### src/rtl/ir_packet_tx.sv
// IR packet transmitter: modulated carrier plus START/SELECT/command-bit marks
// separated by gaps, with a REQ/ACK handshake and optional periodic auto-repeat.
module ir_packet_tx #(
    parameter int CMD_LEN = 4,
    parameter int CNT_W   = 8,
    parameter int DIV_W   = 16,
    parameter int REP_W   = 16
) (
    input  logic               CLK,
    input  logic               RESET,
    input  logic [DIV_W-1:0]   CARRIER_HALF,
    input  logic [CNT_W-1:0]   START_LEN,
    input  logic [CNT_W-1:0]   GAP_LEN,
    input  logic [CNT_W-1:0]   SELECT_LEN,
    input  logic [CNT_W-1:0]   ASSERT_LEN,
    input  logic [CNT_W-1:0]   DEASSERT_LEN,
    input  logic               REPEAT_EN,
    input  logic [REP_W-1:0]   REPEAT_PERIOD,
    input  logic [CMD_LEN-1:0] CMD,
    input  logic               REQ,
    output logic               ACK,
    output logic               BUSY,
    output logic               DONE,
    output logic               IR_LED
);

    localparam int SEG_LAST = 2 * CMD_LEN + 3;
    localparam int SEG_W    = $clog2(SEG_LAST + 1);

    typedef enum logic [1:0] {
        IDLE    = 2'd0,
        MARK    = 2'd1,
        SPACE   = 2'd2,
        HOLDOFF = 2'd3
    } state_t;

    state_t             state_r;
    logic [SEG_W-1:0]   seg_r;
    logic [DIV_W-1:0]   div_r;
    logic [DIV_W-1:0]   half_r;
    logic               car_r;
    logic [CNT_W-1:0]   burst_r;
    logic [CNT_W-1:0]   start_len_r;
    logic [CNT_W-1:0]   gap_len_r;
    logic [CNT_W-1:0]   select_len_r;
    logic [CNT_W-1:0]   assert_len_r;
    logic [CNT_W-1:0]   deassert_len_r;
    logic [REP_W-1:0]   rep_r;
    logic [REP_W-1:0]   period_r;
    logic [CMD_LEN-1:0] cmd_r;

    logic               div_end_s;
    logic               car_next_s;
    logic               tick_s;
    logic               cmd_bit_s;
    logic               seg_done_s;
    logic               last_seg_s;
    logic               rep_hit_s;
    logic               load_s;
    logic [DIV_W-1:0]   div_next_s;
    logic [CNT_W-1:0]   seg_len_s;
    logic [CNT_W-1:0]   burst_inc_s;
    logic [REP_W-1:0]   rep_inc_s;

    function automatic logic [CNT_W-1:0] len_nz(input logic [CNT_W-1:0] v);
        return (v == '0) ? CNT_W'(1) : v;
    endfunction

    function automatic logic [DIV_W-1:0] div_nz(input logic [DIV_W-1:0] v);
        return (v == '0) ? DIV_W'(1) : v;
    endfunction

    // A tick marks the carrier rising again, i.e. one full carrier cycle completed
    assign div_end_s   = (div_r == (half_r - DIV_W'(1)));
    assign div_next_s  = div_end_s ? '0 : div_r + DIV_W'(1);
    assign car_next_s  = div_end_s ? ~car_r : car_r;
    assign tick_s      = div_end_s & ~car_r;
    assign last_seg_s  = (seg_r == SEG_W'(SEG_LAST));
    assign seg_done_s  = tick_s & (({1'b0, burst_r} + (CNT_W + 1)'(1)) >= {1'b0, seg_len_s});
    assign rep_hit_s   = (({1'b0, rep_r} + (REP_W + 1)'(1)) >= {1'b0, period_r});
    assign burst_inc_s = (&burst_r) ? burst_r : burst_r + CNT_W'(1);
    assign rep_inc_s   = (&rep_r) ? rep_r : rep_r + REP_W'(1);
    assign load_s      = REQ & ((state_r == IDLE) |
                                ((state_r == HOLDOFF) & REPEAT_EN & tick_s & rep_hit_s));

    // Length of the current segment: odd segments are gaps, even ones START/SELECT/bit k
    always_comb begin
        cmd_bit_s = 1'b0;
        for (int k = 0; k < CMD_LEN; k++) begin
            cmd_bit_s = cmd_bit_s | ((seg_r == SEG_W'(2 * k + 4)) & cmd_r[k]);
        end
        if (seg_r[0]) begin
            seg_len_s = gap_len_r;
        end else if (seg_r == '0) begin
            seg_len_s = start_len_r;
        end else if (seg_r == SEG_W'(2)) begin
            seg_len_s = select_len_r;
        end else if (cmd_bit_s) begin
            seg_len_s = assert_len_r;
        end else begin
            seg_len_s = deassert_len_r;
        end
    end

    // Control FSM, carrier divider, counters and registered outputs
    always_ff @(posedge CLK) begin
        if (!RESET) begin
            state_r        <= IDLE;
            seg_r          <= '0;
            div_r          <= '0;
            half_r         <= '0;
            car_r          <= 1'b0;
            burst_r        <= '0;
            rep_r          <= '0;
            start_len_r    <= '0;
            gap_len_r      <= '0;
            select_len_r   <= '0;
            assert_len_r   <= '0;
            deassert_len_r <= '0;
            period_r       <= '0;
            cmd_r          <= '0;
            ACK            <= 1'b0;
            BUSY           <= 1'b0;
            DONE           <= 1'b0;
            IR_LED         <= 1'b0;
        end else begin
            ACK  <= load_s;
            DONE <= 1'b0;
            if (load_s) begin
                half_r         <= div_nz(CARRIER_HALF);
                start_len_r    <= len_nz(START_LEN);
                gap_len_r      <= len_nz(GAP_LEN);
                select_len_r   <= len_nz(SELECT_LEN);
                assert_len_r   <= len_nz(ASSERT_LEN);
                deassert_len_r <= len_nz(DEASSERT_LEN);
                period_r       <= REPEAT_PERIOD;
                cmd_r          <= CMD;
            end
            case (state_r)
                IDLE: begin
                    if (REQ) begin
                        state_r <= MARK;
                        seg_r   <= '0;
                        div_r   <= '0;
                        car_r   <= 1'b1;
                        burst_r <= '0;
                        rep_r   <= '0;
                        BUSY    <= 1'b1;
                        IR_LED  <= 1'b1;
                    end else begin
                        BUSY    <= 1'b0;
                        IR_LED  <= 1'b0;
                    end
                end
                MARK, SPACE: begin
                    div_r <= div_next_s;
                    car_r <= car_next_s;
                    if (tick_s) begin
                        rep_r <= rep_inc_s;
                    end
                    if (seg_done_s) begin
                        burst_r <= '0;
                        if (!last_seg_s) begin
                            seg_r   <= seg_r + SEG_W'(1);
                            state_r <= seg_r[0] ? MARK : SPACE;
                            IR_LED  <= seg_r[0] & car_next_s;
                        end else if (REPEAT_EN && rep_hit_s) begin
                            // period already elapsed: next packet follows with no holdoff
                            state_r <= MARK;
                            seg_r   <= '0;
                            rep_r   <= '0;
                            IR_LED  <= 1'b1;
                        end else if (REPEAT_EN) begin
                            state_r <= HOLDOFF;
                            IR_LED  <= 1'b0;
                        end else begin
                            state_r <= IDLE;
                            BUSY    <= 1'b0;
                            DONE    <= 1'b1;
                            IR_LED  <= 1'b0;
                        end
                    end else begin
                        if (tick_s) begin
                            burst_r <= burst_inc_s;
                        end
                        IR_LED <= (state_r == MARK) & car_next_s;
                    end
                end
                HOLDOFF: begin
                    if (!REPEAT_EN) begin
                        state_r <= IDLE;
                        BUSY    <= 1'b0;
                        DONE    <= 1'b1;
                        IR_LED  <= 1'b0;
                    end else if (tick_s && rep_hit_s) begin
                        state_r <= MARK;
                        seg_r   <= '0;
                        div_r   <= '0;
                        car_r   <= 1'b1;
                        burst_r <= '0;
                        rep_r   <= '0;
                        IR_LED  <= 1'b1;
                    end else begin
                        div_r  <= div_next_s;
                        car_r  <= car_next_s;
                        IR_LED <= 1'b0;
                        if (tick_s) begin
                            rep_r <= rep_inc_s;
                        end
                    end
                end
                default: begin
                    state_r <= IDLE;
                    BUSY    <= 1'b0;
                    IR_LED  <= 1'b0;
                end
            endcase
        end
    end

endmodule

### config.mk
export PLATFORM = sky130hd
export DESIGN_NAME = ir_packet_tx
export DESIGN_NICKNAME = d
export VERILOG_FILES = /design/src/rtl/ir_packet_tx.sv
export SDC_FILE = /design/constraint.sdc
export NUM_CORES = 1
export LEC_CHECK = 0
export BUFFER_PORTS_ARGS = -buffer_cell sky130_fd_sc_hd__buf_4
export CAP_MARGIN = 5
export CELL_PAD_IN_SITES_DETAIL_PLACEMENT = 0
export CELL_PAD_IN_SITES_GLOBAL_PLACEMENT = 2
export CORE_MARGIN = 2
export CORE_UTILIZATION = 34
export DETAILED_ROUTE_END_ITERATION = 10
export PLACE_DENSITY_LB_ADDON = 0.1
export SLEW_MARGIN = 20
export SYNTH_ARGS = -nofsm -noshare
export SYNTH_HDL_FRONTEND = slang
export SYNTH_SLANG_ARGS = --single-unit
### constraint.sdc
create_clock -name CLK -period 5.3 [get_ports CLK]
set_input_delay 0.53 -clock CLK [delete_from_list [all_inputs] [get_ports CLK]]
set_output_delay 0.53 -clock CLK [all_outputs]
set_load 0.1 [all_outputs]
==> flow_summary.ini, run 1 <==
[min_path]
hold_class = primary input to register
hp-start = CMD[3]

[synthesis]
muxShareOfSynthArea_pct = 1.75
synth_xor_area_share_pct = 5.38
synth_top_area_share_pct = 35.5
synth_top_family_by_area = simple AND/OR/NAND/NOR gates
synth_compound_area_share_pct = 19.4
synth_simple_gate_area_share_pct = 25.9
synth_area_leaders = dfxtp_1 (36%), nand2_1 (9.9%), a21oi_1 (7.9%), ha_1 (6.3%), xnor2_1 (4.2%)
avgSynthCellArea_sq_um = 7.66
ys_warn_count = 0
synthAdderAreaFrac_pct = 6.29
synth_fp_nets = 1051
synth_area_sq_mm = 0.00716
syn_inst = 935
synth_area_leader_cell = dfxtp_1
yosysSeqAreaShare_pct = 35.5
synthDistinctLibCells = 64
async_reset_ff_share_pct = 0
synth-edff-count = 0
synth-main-ff-cell = dfxtp_1
synth_seq_cells = 127

[layout]
drive_gt1_share_pct = 14.9
syn2layout_area_growth_pct = 21.1
n_antenna_cell = 0
final_cell_area_sq_mm = 0.00867
final_net_count = 1114

[global_route]
grt_pass1_vias = 6442
grt_usage_pct = 18.7
antenna_found_initial = 0
grt_pass1_wl_mm = 32.9
grt_start_max_net_pins = 92
overflow = 0

[worst_setup_path]
crit_arrival_ps = 4740
required_ps = 5630
critPathCaptureType = register
reg2reg_from = rep_r[0]
crit_type = register to register
cp-start-kind = register
crit_fanout = 45
cp-endpoint = half_r[0]
crit_start = rep_r[0]
r2r_cells = 17
worstReg2RegEnd = half_r[0]
r2r_slack_ps = 890

[timing]
worstMarginPinSlew_ps = 1050
slew_viol_final = 0
fin_crit_sh_pct = 83.2
max_freq_ghz = 0.227
setup_ws_ps = 889
min_period_ps = 4410
hold_viol = 0
tns_ps = 0
relSlewSlack_pct = 30.1
skew_ps = 14.5
setup_viol_count_final = 0
rsz0062_at_grt = false

[power]
ir_drop_uv = 197
power_uw = 3520
p_leak_uw = 0.00334
power_density_mw_per_mm2 = 406

[clock_tree]
post_cts_buffers = 0
cts.clk_slew.worst_paths_ps = 60
cts_sinks = 127
cts_buffers = 17
cts_tree = built
clock_latency_ps = 430
root_buffer = clkbuf_16
ctsHoldBuffers = 0
htreeDepth = 4
cts_resized = 0
clock_path_buffers = 2

[placement]
place_congestion = 0.796
dp_hpwl_mm = 14.4
placed_area_sq_mm = 0.00803
port_buffers = 83
place_ws_ps = 905

[route]
viasPerCell = 5.13
wl_mm = 20.0
wl_per_cell_um = 15.5
route.vias.total = 6591
ant_nets = 0
drc_errors = 0
drt_iter0_drc = 335
firstDrtPassIters = 4

[die]
dieArea_sq_mm = 0.0222
ioPinCount = 84
die_y_um = 149
rows = 53
fp.dieW_um = 149
coreArea_sq_mm = 0.0208
initial_core_util_pct = 34.4

[job]
maxCapViolCount = 0

[outcome]
status = finished clean
[sequential cells by signal (all words and copies together), names as in the netlist, 2 cells and up]
signal	count
div_r	16
half_r	16
period_r	16
rep_r	16
assert_len_r	8
burst_r	8
deassert_len_r	8
gap_len_r	8
select_len_r	8
start_len_r	8
cmd_r	4
seg_r	4
state_r	2
[worst min path at each step]
stage | to | cells after the start
after CTS | cmd_r[3] | 3
after global routing | assert_len_r[2] | 3
final | cmd_r[3] | 3
after detailed placement | select_len_r[1] | 2
after floorplan | deassert_len_r[2] | 2
after global placement | period_r[1] | 2
[cells in the final DEF, fill, tap and decap left out, types with 3 or more instances in the layout]
cell / netlist / routed
a21oi_1: 113 / 113
nand2b_1: 21 / 20
a31oi_1: 14 / 14
o21a_1: 3 / 3
xnor2_1: 34 / 34
o211ai_1: 11 / 11
nand2_1: 188 / 188
nand4_1: 10 / 10
a22oi_1: 7 / 7
o211a_1: 4 / 4
clkinv_4: 0 / 3
inv_1: 47 / 46
dfxtp_1: 127 / 127
o21ai_0: 21 / 21
xor2_1: 10 / 10
and3_1: 18 / 18
nor3_1: 17 / 17
o22ai_1: 7 / 7
buf_4: 0 / 95
nor2_1: 44 / 44
o21ai_1: 7 / 7
ha_1: 36 / 36
bufinv_16: 0 / 4
nor2b_1: 5 / 4
clkinvlp_4: 0 / 3
or4_1: 7 / 7
mux2i_1: 8 / 8
a311oi_1: 8 / 8
clkbuf_16: 0 / 17
a22o_1: 4 / 4
a21o_1: 3 / 3
or2_2: 4 / 4
mux2_2: 4 / 4
inv_6: 0 / 4
a211oi_1: 6 / 6
or3_1: 6 / 6
nand3_1: 41 / 41
nor4_1: 13 / 13
[area by class of cell]
cell class                 instances  area [sq um]
clock buffer                      17           425
clock inverter                    15           209
fill                            2254         12200
timing repair buffer              97           753
inverter                          47           176
tap                              275           344
sequential                       127          2540
multi-input combinational        708          4220
[worst max-delay path, stage by stage (launching register included)]
cell	delay, ps
dfxtp_1	400
ha_1	270
nand3_1	210
nor2_1	210
nand3_1	180
nor2_1	170
xnor2_1	170
ha_1	290
a21o_1	190
a21o_1	170
a211oi_1	270
o211ai_1	140
buf_4	180
a41oi_1	390
nand2b_2	490
buf_12	280
a311oi_1	80
a211oi_1	210
[Yosys cell counts, types with 8 or more instances]
library cell  instances
a21oi_1             113
a311oi_1              8
a31oi_1              14
and3_1               18
buf_2                10
clkbuf_1             39
dfxtp_1             127
ha_1                 36
inv_1                47
mux2i_1               8
nand2_1             188
nand2b_1             21
nand3_1              41
nand4_1              10
nor2_1               44
nor3_1               17
nor4_1               13
o211ai_1             11
o21ai_0              21
xnor2_1              34
xor2_1               10
[through the flow]
stage	hold slack, ps	util (%)	instances
floorplan	436	-	935
global placement	444	38.6	1254
detailed placement	447	38.6	1254
CTS	329	41.6	1286
global route	344	41.6	1286
finish	347	41.6	1286
[power by group]
part           switching (uW)  internal, uW
registers                82.0          1060
logic                     685           415
clock network             477           794
total                    1240          2270
[kinds of logic after synthesis]
family,count (synthesis)
buf+inv,100
xor+xnor,44
flops,127
compound gates,226
fa+ha+maj,36
simple gates,390
mux,12
[per-layer routing]
metal | track usage [%] | wire [um] | share of wire, % | up-vias
met5 | 0 | 0 | 0 | -
met2 | 30.4 | 9360 | 47 | 89
met1 | 25.3 | 9850 | 49 | 3083
li1 | - | - | - | 3398
met4 | 4.81 | 233 | 1.2 | 0
met3 | 3.85 | 529 | 2.6 | 21
Power figures use the tool's default switching activity.
==> run 2: changes to the inputs <==
--- a/config.mk
+++ b/config.mk
@@ -10,7 +10,7 @@
 export CELL_PAD_IN_SITES_DETAIL_PLACEMENT = 0
 export CELL_PAD_IN_SITES_GLOBAL_PLACEMENT = 2
 export CORE_MARGIN = 2
-export CORE_UTILIZATION = 34
+export CORE_UTILIZATION = 31
 export DETAILED_ROUTE_END_ITERATION = 10
 export PLACE_DENSITY_LB_ADDON = 0.1
 export SLEW_MARGIN = 20
==> constraint.sdc (replaced) <==
create_clock -name CLK -period 3.9 [get_ports CLK]
set_input_delay 0.39 -clock CLK [delete_from_list [all_inputs] [get_ports CLK]]
set_output_delay 0.39 -clock CLK [all_outputs]
set_load 0.1 [all_outputs]
==> run 2 against run 1 <==
  * Clock skew decreased by 2.9 ps
  * Routed wire length rose by 7.7%
  * Sequential cell count is the same
  * Setup slack worse by 650 ps
  * Register-to-register slack lost 650 ps
  * Non-clock buffer count increased by 46
  * Critical path depth did not move
==> flow_summary.ini, run 2 (synthesis gave the netlist of run 1 again) <==
[power]
power_density_mw_per_mm2 = 545
p_leak_uw = 0.00361
ir_drop_uv = 246
power_uw = 5030

[global_route]
grt_usage_pct = 17.5
grt_pass1_vias = 6644
antenna_found_initial = 0
grt_start_max_net_pins = 65
grt_pass1_wl_mm = 33.9
overflow = 0

[route]
route.vias.total = 6735
viasPerCell = 5.02
firstDrtPassIters = 5
drc_errors = 0
ant_nets = 0
wl_mm = 21.5
drt_iter0_drc = 220
wl_per_cell_um = 16.0

[die]
initial_core_util_pct = 31.6
coreArea_sq_mm = 0.0226
ioPinCount = 84
fp.dieW_um = 156
rows = 55
die_y_um = 156
dieArea_sq_mm = 0.0243

[placement]
port_buffers = 83
dp_hpwl_mm = 15.3
place_congestion = 0.763
place_ws_ps = 17.4
dpl.cell_count = 1304

[min_path]
hold_class = primary input to register
hold_path_depth = 3
hold_end = period_r[12]
hp-start = REPEAT_PERIOD[12]

[timing]
max_freq_ghz = 0.273
setup_viol_count_final = 0
tns_ps = 0
min_period_ps = 3660
setup_ws_ps = 240
hold_viol = 0
worstMarginPinSlew_ps = 749
relSlewSlack_pct = 49.6
fin_crit_sh_pct = 93.8
slew_viol_final = 0
skew_ps = 11.6

[worst_setup_path]
critical_path.max_stage_delay_ps = 460
critPathCaptureType = register
cp-start-kind = register
required_ps = 4190
crit_type = register to register
reg2reg_from = half_r[0]
crit_fanout = 6
r2r_slack_ps = 240
crit_cells = 17
critPathTopFamily = simple AND/OR/NAND/NOR gates
path_buf_inv = 6
r2r_cells = 17
worstReg2RegEnd = seg_r[2]
crit_arrival_ps = 3950
crit_top_cell = buf_4
cp_cell_sequence = inv_1 > ha_2 > or3b_2 > a211oi_2 > a21boi_1 > or3b_4 > nor3_1 > buf_4 > ha_1 > buf_4 > inv_1 > buf_4 > a21oi_1 > o2111ai_2 > buf_4 > a21oi_1 > o32ai_2
crit_slowest_cell = or3b_2

[job]
maxCapViolCount = 0

[clock_tree]
cts_sinks = 127
root_buffer = clkbuf_16
clock_path_buffers = 2
htreeDepth = 4
cts.clk_slew.worst_paths_ps = 60
clock_latency_ps = 430
cts_tree = built
cts_buffers = 17
ctsHoldBuffers = 0

[layout]
mostFrequentLayoutCell = nand2_1
final_net_count = 1160
final_cell_mix = nand2_1 (188), buf_4 (133), dfxtp_1 (126)
n_antenna_cell = 0
syn2layout_area_growth_pct = 29.0
stdcell_count = 1342
drive_gt1_share_pct = 21.6

[outcome]
status = finished clean
-- run 2: worst max-delay path by stage --
| stage | startpoint | to | slack, ps |
|---|---|---|---|
| final | half_r[0] | seg_r[2] | 240 |
| after global routing | seg_r[0] | burst_r[7] | -40 |
| after CTS | seg_r[0] | rep_r[5] | 3 |
| after detailed placement | seg_r[0] | rep_r[13] | 20 |
| after global placement | seg_r[0] | rep_r[0] | 40 |
| after floorplan | seg_r[0] | burst_r[0] | 40 |
-- run 2: cell type report --
| class | instances | area, sq um |
|---|---|---|
| clock buffers | 17 | 425 |
| clock inverters | 15 | 173 |
| fillers | 2357 | 13400 |
| inverters | 47 | 176 |
| multi-input cells | 708 | 4390 |
| flip-flops and latches | 127 | 2540 |
| well taps | 285 | 357 |
| repair buffers | 143 | 1170 |
-- run 2: power by group --
| part | internal, uW | total (uW) | switching, uW |
|---|---|---|---|
| logic | 789 | 1840 | 1050 |
| clock network | 960 | 1630 | 672 |
| registers | 1450 | 1560 | 113 |
| total | 3190 | 5030 | 1840 |
-- run 2: tightest hold or removal path, cell delays in order --
cell     delay, ps
buf_4          110
nand2_1         50
a21oi_1         50
-- run 2: layer usage --
metal  vias to the layer above  GRT usage [%]  routed length (um)
met5                         -              0                   0
met3                        11           3.44                 590
li1                       3489              -                   -
met1                      3145           22.9               10500
met2                        90           29.6               10300
met4                         0           4.19                 147
-- run 2: timing repair --
action                     in CTS  in global routing
pin swaps                       1                  8
setup buffers                   0                  3
setup endpoints to repair       5                120
gates cloned                    0                  3
resized for setup               0                 42
-- run 2: stage by stage --
stage / hold WS (ps) / cell area (sq um) / utilization, %
after floorplan: 436 / 7170 / -
after global placement: 444 / 8370 / 37.0
after detailed placement: 449 / 8370 / 37.0
after CTS: 189 / 8970 / 39.6
after global routing: 190 / 9240 / 40.8
final: 212 / 9240 / 40.8
==> run 3: changes to the inputs <==
--- a/config.mk
+++ b/config.mk
@@ -13,6 +13,7 @@
 export CORE_UTILIZATION = 31
 export DETAILED_ROUTE_END_ITERATION = 10
 export PLACE_DENSITY_LB_ADDON = 0.1
+export REMOVE_ABC_BUFFERS = 1
 export SLEW_MARGIN = 20
 export SYNTH_ARGS = -nofsm -noshare
 export SYNTH_HDL_FRONTEND = slang
==> run 3 against run 2 <==
  * Clock power hardly changed
  * Critical endpoint is now seg_r[0]
  * Fmax rose by 1.6%
  * Hold slack worse by 19 ps
  * Clock-buffer cell count increased by 1
  * Highest routed layer unchanged
==> flow_summary.ini, run 3 (synthesis gave the netlist of run 1 again) <==
[timing]
fin_crit_sh_pct = 92.3
worstMarginPinSlew_ps = 630
min_period_ps = 3600
max_freq_ghz = 0.278
relSlewSlack_pct = 58.0
slew_viol_final = 0
skew_ps = 16.3
hold_viol = 0
setup_ws_ps = 299
setup_viol_count_final = 0

[route]
drc_errors = 0
met1_length_mm = 10.0
met2WireLength_mm = 10.2
wl_mm = 21.1
drt_iter0_drc = 282
firstDrtPassIters = 5
wl_per_cell_um = 15.8
viasPerCell = 5.01
ant_nets = 0
maxUsedRoutingLayer = met4
met3_length_um = 580
route.vias.total = 6700

[power]
ir_drop_uv = 193
combPwrFrac_pct = 36.1
power_uw = 4980
power_density_mw_per_mm2 = 541
p_sw_uw = 1840
swShare_pct = 37.0
p_clk_share_pct = 32.5
p_leak_uw = 0.00356
seq_power_share_pct = 31.5
internal-power_uw = 3130

[worst_setup_path]
worstReg2RegEnd = seg_r[0]
crit_fanout = 6
required_ps = 4250
r2r_slack_ps = 300
cp-endpoint = seg_r[0]
r2r_cells = 21
crit_start = seg_r[0]
crit_arrival_ps = 3950
cp-start-kind = register
crit_type = register to register
reg2reg_from = seg_r[0]
critPathCaptureType = register

[placement]
place_congestion = 0.786
port_buffers = 83
dp_hpwl_mm = 15.4
dpl.cell_count = 1299
place_ws_ps = -46.3

[die]
fp.dieW_um = 156
ioPinCount = 84
initial_core_util_pct = 31.6
dieArea_sq_mm = 0.0243
die_y_um = 156
rows = 55
coreArea_sq_mm = 0.0226

[layout]
final_cell_mix = nand2_1 (187), buf_4 (127), dfxtp_1 (124)
seq_area_sq_mm = 0.00255
drive_gt1_share_pct = 21.4
stdcell_count = 1337
n_antenna_cell = 0
multi_input_area_sq_mm = 0.00440
mostFrequentLayoutCell = nand2_1
final_net_count = 1155
syn2layout_area_growth_pct = 28.4
fillers = 2397

[global_route]
grt_start_max_net_pins = 50
overflow = 0
grt_pass1_wl_mm = 34.1
antenna_found_initial = 0
grt_pass1_vias = 6620
grt_usage_pct = 17.6

[clock_tree]
htreeDepth = 4
clock_path_buffers = 2
root_buffer = clkbuf_16
cts_buffers = 17
cts_tree = built
clock_latency_ps = 440
cts.clk_slew.worst_paths_ps = 70
cts_sinks = 127

[job]
maxCapViolCount = 0

[min_path]
hold_class = primary input to register

[outcome]
status = finished clean
[run 3: changes by cell type in the layout (fill, tap and decap cells not counted), moves of 2 or more]
cell      delta
a21oi_1      -3
dfxtp_1      -2
inv_1        +2
a311oi_2     -2
dfxtp_2      +2
nor3_1       -2
ha_4         -2
a21oi_2      +2
buf_4        -6
inv_6        -2
nor3_2       +2
inv_8        +2
inv_2        -2
[run 3: metrics by stage]
step | util (%) | hold WS [ps] | instance area, sq um | setup TNS, ps
5_1_grt | 40.6 | 189 | 9190 | -47.6
3_3_place_gp | 36.9 | 444 | 8350 | 0
6_report | 40.6 | 193 | 9190 | 0
4_1_cts | 39.5 | 184 | 8940 | 0
3_5_place_dp | 36.9 | 449 | 8350 | -430
2_1_floorplan | - | 436 | 6930 | -117030
[run 3: final cells by class]
cell class                      count  share of cell area (%)
Tap cell                          285                    3.88
Inverter                           47                    1.92
Timing Repair Buffer              137                    12.2
Clock buffer                       18                    4.78
Clock inverter                     14                    1.59
Sequential cell                   127                    27.7
Multi-Input combinational cell    709                    47.9
[run 3: how the worst min path moves through the flow]
stage | startpoint | end | cells after the start
6_report | CMD[3] | cmd_r[3] | 3
5_1_grt | ASSERT_LEN[4] | assert_len_r[4] | 3
3_3_place_gp | period_r[13] | period_r[13] | 2
2_1_floorplan | deassert_len_r[2] | deassert_len_r[2] | 2
3_5_place_dp | start_len_r[3] | start_len_r[3] | 2
4_1_cts | CMD[3] | cmd_r[3] | 3
[run 3: power by group through the flow]
| stage | Clock (uW) | Sequential (uW) | Combinational (uW) |
|---|---|---|---|
| after detailed placement | 0 | 1590 | 1630 |
| after CTS | 1650 | 1570 | 1640 |
| final | 1620 | 1570 | 1790 |
| after floorplan | 0 | 1630 | 968 |
| after global placement | 0 | 1600 | 1630 |
| after global routing | 1720 | 1590 | 2020 |
[run 3: worst max-delay path, cell delays in order (launching register included)]
cell and delay (ps):
dfxtp_2 320, inv_1 60, ha_2 180, a22o_1 220, nand2_1 70, o22ai_2 100, nor2_1 130, buf_4 160
nand2_1 60, a311oi_1 250, a21oi_1 70, ha_1 320, o21ai_0 80, a21oi_1 210, or2_4 160, o211ai_1 100
nand2_1 120, buf_6 130, o2111ai_4 120, buf_6 160, or3_4 360, a21oi_2 140
[run 3: repair_timing]
item,CTS,global route
cloned,0,2
resized for setup,3,46
hold buffers,0,0
setup buffers,0,4
setup endpoints to repair,14,119
pin swaps,0,20
[run 3: layer usage]
metal  vias to the layer above  GRT usage [%]
li1                       3492              -
met1                      3113           22.3
met2                        80           30.3
met3                        15           3.89
met4                         0           4.46
met5                         -              0
